$ cat config.mk
export PLATFORM = sky130hd
export DESIGN_NAME = traffic_phase_ctrl
export DESIGN_NICKNAME = d
export VERILOG_FILES = /design/src/rtl/traffic_phase_ctrl.sv
export SDC_FILE = /design/constraint.sdc
export NUM_CORES = 1
export LEC_CHECK = 0
export CAP_MARGIN = 30
export CORE_UTILIZATION = 30
export CTS_CLUSTER_SIZE = 24
export DETAILED_ROUTE_END_ITERATION = 10
export DONT_BUFFER_PORTS = 1
export SYNTH_ARGS = -nofsm -noshare
export SYNTH_HDL_FRONTEND = slang
export SYNTH_SLANG_ARGS = --single-unit
$ cat constraint.sdc
create_clock -name clk -period 3.3 [get_ports clk]
set_clock_uncertainty 0.15 [all_clocks]
set_input_delay 0.99 -clock clk [delete_from_list [all_inputs] [get_ports clk]]
set_output_delay 0.99 -clock clk [all_outputs]
set_load 0.05 [all_outputs]
$ cat src/rtl/traffic_phase_ctrl.sv
// Adaptive, preemptable intersection sequencer: serves one approach at a time
// through GREEN / YELLOW / ALL_RED intervals timed in ticks.
module traffic_phase_ctrl #(
  parameter int unsigned NUM_APPROACHES = 4,
  parameter int unsigned CNT_W          = 5,
  parameter int unsigned TIMER_W        = 8,
  parameter int unsigned MIN_GREEN      = 10,
  parameter int unsigned MAX_GREEN      = 40,
  parameter int unsigned YELLOW_TIME    = 4,
  parameter int unsigned ALL_RED_TIME   = 2,
  parameter int unsigned EXT_THRESHOLD  = 3,
  localparam int unsigned PH_W          = $clog2(NUM_APPROACHES)
) (
  input  logic                          clk,
  input  logic                          rst,
  input  logic                          tick,
  input  logic [NUM_APPROACHES*CNT_W-1:0] veh_count,
  input  logic                          preempt_req,
  input  logic [PH_W-1:0]               preempt_id,
  output logic [NUM_APPROACHES*3-1:0]   lights,
  output logic [PH_W-1:0]               active_phase,
  output logic                          phase_start
);

  localparam int unsigned NSLOT = 1 << PH_W;
  localparam int unsigned SUM_W = PH_W + 1;

  typedef enum logic [1:0] {
    S_ALL_RED = 2'd0,
    S_GREEN   = 2'd1,
    S_YELLOW  = 2'd2
  } state_t;

  state_t                     state_q, state_d;
  logic [PH_W-1:0]            cur_q, cur_d;
  logic [TIMER_W-1:0]         timer_q, timer_d;
  logic [TIMER_W:0]           elapsed;
  logic [CNT_W-1:0]           counts [NSLOT];
  logic [CNT_W-1:0]           cur_count;
  logic                       preempt_valid;
  logic                       hold;
  logic                       abort;
  logic                       rr_found;
  logic [PH_W-1:0]            rr_pick;
  logic [PH_W-1:0]            seq_next;
  logic [PH_W-1:0]            next_phase;
  logic [NUM_APPROACHES*3-1:0] lights_d;
  logic                       phase_start_d;

  // Unpack detector counts; slots beyond NUM_APPROACHES read as idle.
  always_comb begin
    for (int unsigned i = 0; i < NSLOT; i++) begin
      counts[i] = '0;
    end
    for (int unsigned i = 0; i < NUM_APPROACHES; i++) begin
      counts[i] = veh_count[i*CNT_W +: CNT_W];
    end
  end

  assign cur_count     = counts[cur_q];
  assign elapsed       = {1'b0, timer_q} + SUM_W'(0) + (TIMER_W+1)'(1);
  assign preempt_valid = preempt_req &&
                         ({1'b0, preempt_id} < SUM_W'(NUM_APPROACHES));
  assign hold          = preempt_req && (preempt_id == cur_q);
  assign abort         = preempt_valid && (preempt_id != cur_q);

  // Round-robin search starting after cur, cur itself examined last.
  always_comb begin
    logic [SUM_W-1:0] sum;
    rr_found = 1'b0;
    rr_pick  = cur_q;
    seq_next = cur_q;
    sum      = '0;
    for (int unsigned k = 1; k <= NUM_APPROACHES; k++) begin
      sum = {1'b0, cur_q} + SUM_W'(k);
      if (sum >= SUM_W'(NUM_APPROACHES)) begin
        sum = sum - SUM_W'(NUM_APPROACHES);
      end
      if (k == 1) begin
        seq_next = sum[PH_W-1:0];
      end
      if (!rr_found && (counts[sum[PH_W-1:0]] != '0)) begin
        rr_found = 1'b1;
        rr_pick  = sum[PH_W-1:0];
      end
    end
  end

  always_comb begin
    next_phase = seq_next;
    if (preempt_valid) begin
      next_phase = preempt_id;
    end else if (rr_found) begin
      next_phase = rr_pick;
    end
  end

  // State register; outputs are registered from the next-state decode.
  always_ff @(posedge clk) begin
    if (rst) begin
      state_q      <= S_ALL_RED;
      cur_q        <= PH_W'(NUM_APPROACHES - 1);
      timer_q      <= '0;
      lights       <= {NUM_APPROACHES{3'b100}};
      active_phase <= PH_W'(NUM_APPROACHES - 1);
      phase_start  <= 1'b0;
    end else begin
      state_q      <= state_d;
      cur_q        <= cur_d;
      timer_q      <= timer_d;
      lights       <= lights_d;
      active_phase <= cur_d;
      phase_start  <= phase_start_d;
    end
  end

  // Next-state and interval timer.
  always_comb begin
    state_d = state_q;
    cur_d   = cur_q;
    timer_d = timer_q;
    if (tick && (timer_q != '1)) begin
      timer_d = timer_q + TIMER_W'(1);
    end
    case (state_q)
      S_ALL_RED: begin
        if (tick && (32'(elapsed) == ALL_RED_TIME)) begin
          state_d = S_GREEN;
          cur_d   = next_phase;
        end
      end
      S_GREEN: begin
        if (hold) begin
          state_d = S_GREEN;
        end else if (abort) begin
          state_d = S_YELLOW;
        end else if (tick && ((32'(elapsed) >= MAX_GREEN) ||
                              ((32'(elapsed) >= MIN_GREEN) &&
                               (32'(cur_count) < EXT_THRESHOLD)))) begin
          state_d = S_YELLOW;
        end
      end
      S_YELLOW: begin
        if (tick && (32'(elapsed) == YELLOW_TIME)) begin
          state_d = S_ALL_RED;
        end
      end
      default: begin
        state_d = S_ALL_RED;
      end
    endcase
    if (state_d != state_q) begin
      timer_d = '0;
    end
  end

  // Lamp decode and green-entry pulse.
  always_comb begin
    lights_d      = {NUM_APPROACHES{3'b100}};
    phase_start_d = (state_d == S_GREEN) && (state_q != S_GREEN);
    for (int unsigned i = 0; i < NUM_APPROACHES; i++) begin
      if (cur_d == PH_W'(i)) begin
        if (state_d == S_GREEN) begin
          lights_d[3*i +: 3] = 3'b001;
        end else if (state_d == S_YELLOW) begin
          lights_d[3*i +: 3] = 3'b010;
        end
      end
    end
  end

endmodule

### After elaboration in Yosys (flattened, before gate mapping)

Index checks and enable logic that the tools add are counted.

* input port bits: 26
* register bits after elaboration: 25

* equal/unequal tests: 14
* multiplexer cells: 39
* bitwise gates (word level): 9
* magnitude comparators: 12
* add/subtract/negate cells: 10
* reduce and logical (&&, ||, !) cells: 26

Operators by type and width (number)
* $bmux 5 s2: 5
* $mux 5: 10
* $mux 2: 17
* $ge 3x3->1 const B: 9
* $reduce_bool 5->1: 4
* $not 2->3: 5
* $logic_and 1x1->1: 11
* $reduce_or 2->1: 5
* $add 8x1->9 const B: 1
* $eq 9x2->1 const B: 1
* $eq 9x3->1 const B: 1
* $ge 9x4->1 const B: 1
* $ge 9x6->1 const B: 1
* $add 8x1->8 const B: 1
* $eq 2x2->1 const B: 4
* $ne 8x8->1 const B: 1
* $sub 2x1->2 const B: 4
* $add 2x2->3 const B: 2
* $eq 2x1->1 const B: 3
* $mux 3: 2
* $pmux 2 s3: 1
* $lt 5x2->1 const B: 1
* $logic_not 2->1: 2
* $mux 1: 4
* 8 further kinds: 14

### Depth between registers and ports, before layout

* word-level depth: 25
* gate-level depth with buffers: 13
* gate-level depth less buffers: 12

### Worst setup path before layout

No wires, ideal clock.

* kind: input -> register
* from: input tick
* to: register lights[2]
* library setup time: 0.134 ns
* stages: 8
* buffers on the path: 1
* slack: 0.072 ns
* arrival time: 2.944 ns
* cells stage by stage: o21a_1 clkbuf_1 nand2_1 o311ai_0 a21boi_0 inv_1 ha_1 or4_1

* word-level cells in the longest chain between the ends: 8

Ends and longest elaborated chain
* from (decl): line 16 `input logic tick,`
* $logic_and 1x1->1: line 137 `end else if (tick && ((32'(elapsed) >= MAX_GREEN) ||`
* $mux 2: line 137
* $mux 2: line 135 `end else if (abort) begin`
* $mux 2: line 133 `if (hold) begin`
* $pmux 2 s3 (*): line 125 `case (state_q)`
* named net state_d[1]: line 34 `state_t state_q, state_d;`
* $eq 2x2->1: line 165 `end else if (state_d == S_YELLOW) begin`
* $mux 3: line 165
* $mux 3 (*): line 163 `if (state_d == S_GREEN) begin`
* to (signal assigned): line 104 `lights <= {NUM_APPROACHES{3'b100}};`
* to (signal assigned): line 111 `lights <= lights_d;`
* to (decl): line 20 `output logic [NUM_APPROACHES*3-1:0] lights,`

Mark *: on every way through the listed nets, which the timed path passes. The rest lies on a longest branch.
A chain may end at the register's enable or synchronous reset.

### Worst setup path after layout

* from: register timer_q[1]
* to: register lights[2]

* word-level cells in the longest chain between the ends: 12

Ends and longest elaborated chain
* from (decl): line 36 `logic [TIMER_W-1:0] timer_q, timer_d;`
* from (signal assigned): line 110 `timer_q <= timer_d;`
* $add 8x1->9 (*): line 61 `assign elapsed = {1'b0, timer_q} + SUM_W'(0) + (TIMER_W+1)'(1);`
* $ge 9x4->1: line 138 `((32'(elapsed) >= MIN_GREEN) &&`
* $logic_and 1x1->1: line 138
* $logic_or 1x1->1: line 137
* $logic_and 1x1->1: line 137
* $mux 2: line 137
* $mux 2: line 135
* $mux 2: line 133
* $pmux 2 s3 (*): line 125
* named net state_d[1]: line 34
* $eq 2x2->1: line 165
* $mux 3: line 165
* $mux 3 (*): line 163

Marked as above.

==> flow_metrics.tcl <==
set metrics [dict create \
    finalHoldViolCount 0 \
    drtIter0Drc 75 \
    slew_headroom_pct 66.6 \
    antenna_found_initial 0 \
    synthAdderAreaFrac_pct 3.78 \
    diodes 0 \
    yosys.area.top_type "dfxtp_1" \
    route.detailed.drc 0 \
    die_h_um 76.3 \
    worstSkewPairLatency_ns 0.27 \
    p_per_area_mw_per_mm2 357 \
    core_mm2 0.00520 \
    htree_levels 1 \
    drv_slew 0 \
    ctsHoldBuffers 0 \
    antenna_left 0 \
    rsz0062_at_grt "false" \
    rr_endpoint "lights[2]$_SDFF_PP1_" \
    path_max_fanout 6 \
    critPathMaxStageDelay_ns 0.49 \
    drt-total-wl_um 3680 \
    yosysUniqueCellTypes 60 \
    critPathKind "reg -> reg" \
    crit_cells 10 \
    holdCritStartpoint "timer_q[1]$_SDFFE_PP0P_" \
    yosys-mux-area-fraction_pct 4.61 \
    route.detailed.wl_per_inst_um 13.3 \
    postLayoutCoreUtil_pct 36.1 \
    cts_tree "yes" \
    synth_top_family_by_area "simple AND/OR/NAND/NOR gates" \
    rr_startpoint "timer_q[1]$_SDFFE_PP0P_" \
    power_uw 671 \
    placed_cell_area_mm2 0.00183 \
    grt_max_degree 17 \
    overflow 0 \
    whs_path_depth 2 \
    yosys.area.top_type_share_pct 30.2 \
    cts-root-buf "clkbuf_8" \
    vias 1411 \
    ys_warn_count 0 \
    synth_xor_area_share_pct 5.82 \
    cp.required_ns 3.31 \
    arrival_ns 3.13 \
    cts_inserted_buffers 3 \
    synth_compound_area_share_pct 17.4 \
    postSynth.asyncResetShare_pct 0 \
    synth_flop_cell "dfxtp_1" \
    outcome "finished, final reports clean" \
    ys_ff_latch 25 \
    irDropWorstVdd_mv 0.221 \
    pin_count 41 \
    drive_gt1_share_pct 19.9 \
    numPortBuffers 0 \
    grt_pass1_wl_um 6200 \
    synthSimpleGateAreaFrac_pct 32.0 \
    dp.cells 272 \
    setup_viol 0 \
    final_min_period_over_clock_period_pct 94.4 \
    syn_inst 196 \
    die_area_mm2 0.00582 \
    postLayoutCellArea_mm2 0.00188 \
    tightest_slew_ns 0.500 \
    maxCapViolCount 0 \
    synth.most_common_cell "dfxtp_1" \
    avgViaCountPerCell 5.11 \
    fill_cells 548 \
    critPathTopFamily "simple AND/OR/NAND/NOR gates" \
    seq_area_frac_synth_pct 30.2 \
    grt_usage_pct 12.8 \
    syn-cell-area_mm2 0.00166 \
    path_cells "ha_1, and3_1, buf_4, nor3_1, a31oi_1, o311ai_0, a21boi_0, inv_1, ha_1, or4_1" \
    synthToLayoutAreaGrowth_pct 13.4 \
    clockBufferDepth 2 \
    first_pass_iters 4 \
    die_w_um 76.3 \
    place_congestion 0.794 \
    grt_pass1_vias 1319 \
    clk_pin_slew_ns 0.10 \
    finalCriticalPeriod_ns 3.12 \
    synth_fp_nets 227 \
    dp_hpwl_um 2760 \
    timing.fmax_mhz 321 \
    min_to "timer_q[1]$_SDFFE_PP0P_" \
    syn_area_per_cell_um2 8.45 \
    p_leak_uw 0.000734 \
    yosys-top-cells-area "dfxtp_1 (30%), nor2_1 (4.8%), nor3_1 (4.2%)" \
    crit_path_end_kind "flop" \
    crit_buf_inv 2 \
    rows 26 \
    synthTopCellsByCount "dfxtp_1 (25), nor2_1 (21), nand2_1 (15), nor3_1 (14), xor2_1 (8)" \
    cpMostUsedCell "ha_1" \
    stdcell_count 276 \
    numClockSinks 25 \
    hold_path_class "reg -> reg" \
    crit_slowest_cell "or4_1" \
    cts_setup_buffers 0 \
    start_kind "flop" \
    synth_edf_count 0 \
    nNetsFinal 238 \
    cts_resized 0 \
    rrSetupSlack_ns 0.18 \
    rr_worst_depth 10 \
    initial_core_util_pct 31.8 \
]
[layer usage]
metal | track usage, % | part of all wire (%)
met1 | 17.6 | 51
met3 | 3.59 | 4.4
met4 | 1.73 | 0.30
met5 | 0 | 0
met2 | 20.3 | 45
[layout by cell type, fill, tap and decap left out, drive strengths merged, types with 3 or more instances in the layout]
cell    count
nand2b      5
a21boi      3
nand3b      3
or2         3
nand4       4
or4         3
clkbuf      3
buf        22
nand3       5
xor2        8
and4b       3
xnor2       3
nor3       15
a21oi       5
nor3b       3
and3        3
inv         7
a311oi      3
nand2      15
dfxtp      25
a31oi       3
nor2       21
ha          5
[sequential cells by signal, indices dropped and copies added, names as in the netlist]
register / flops
state_q: 2
timer_q: 8
cur_q: 2
phase_start: 1
lights: 12
[power by group]
part	switching [uW]	leakage [uW]	total, uW	internal (uW)
Combinational	72.8	0.000505	138	64.9
Sequential	25.7	0.000203	338	312
Clock	106	0.0000261	195	88.6
Total	205	0.000734	671	466
[worst register-to-register path, delay by kind of cell (launching register included)]
family / cells / cell delay [ns]
buf+inv: 2 / 0.22
compound gates: 3 / 0.84
fa+ha+maj: 2 / 0.53
flops: 1 / 0.37
simple gates: 3 / 0.89
[cell families (layout without fill, tap and decap cells)]
kind of cell	count (synthesis)	in the layout
AND/OR/NAND/NOR	92	92
multiplexers	5	5
XOR/XNOR	11	11
AO/OA/AOI/OAI	36	36
flip-flops	25	25
adder cells (fa/ha/maj)	5	5
buffers and inverters	22	32
[stage by stage]
stage	worst slack (ns)	setup TNS, ns	hold slack [ns]
after floorplan	0.0723	0	0.367
after global placement	0.000585	0	0.399
after detailed placement	-0.0435	-0.0487	0.396
after CTS	0.201	0	0.412
after global routing	0.0123	0	0.486
final	0.184	0	0.413
[layout make-up]
cell class,count,area (um^2),share of cell area [%]
clock buffers,3,41.3,2.20
flip-flops and latches,25,500,26.6
clock inverters,1,8.76,0.466
multi-input cells,149,1050,56.1
well taps,70,87.6,4.66
inverters,6,22.5,1.20
repair buffers,22,165,8.79
[worst max path at each step]
| stage | start | endpoint |
|---|---|---|
| finish | timer_q[1]$_SDFFE_PP0P_ | lights[2]$_SDFF_PP1_ |
| global route | timer_q[1]$_SDFFE_PP0P_ | lights[2]$_SDFF_PP1_ |
| CTS | timer_q[1]$_SDFFE_PP0P_ | lights[2]$_SDFF_PP1_ |
| global placement | veh_count[13] | lights[2]$_SDFF_PP1_ |
| floorplan | tick | lights[2]$_SDFF_PP1_ |
| detailed placement | veh_count[13] | lights[2]$_SDFF_PP1_ |
Power figures use the tool's default switching activity.
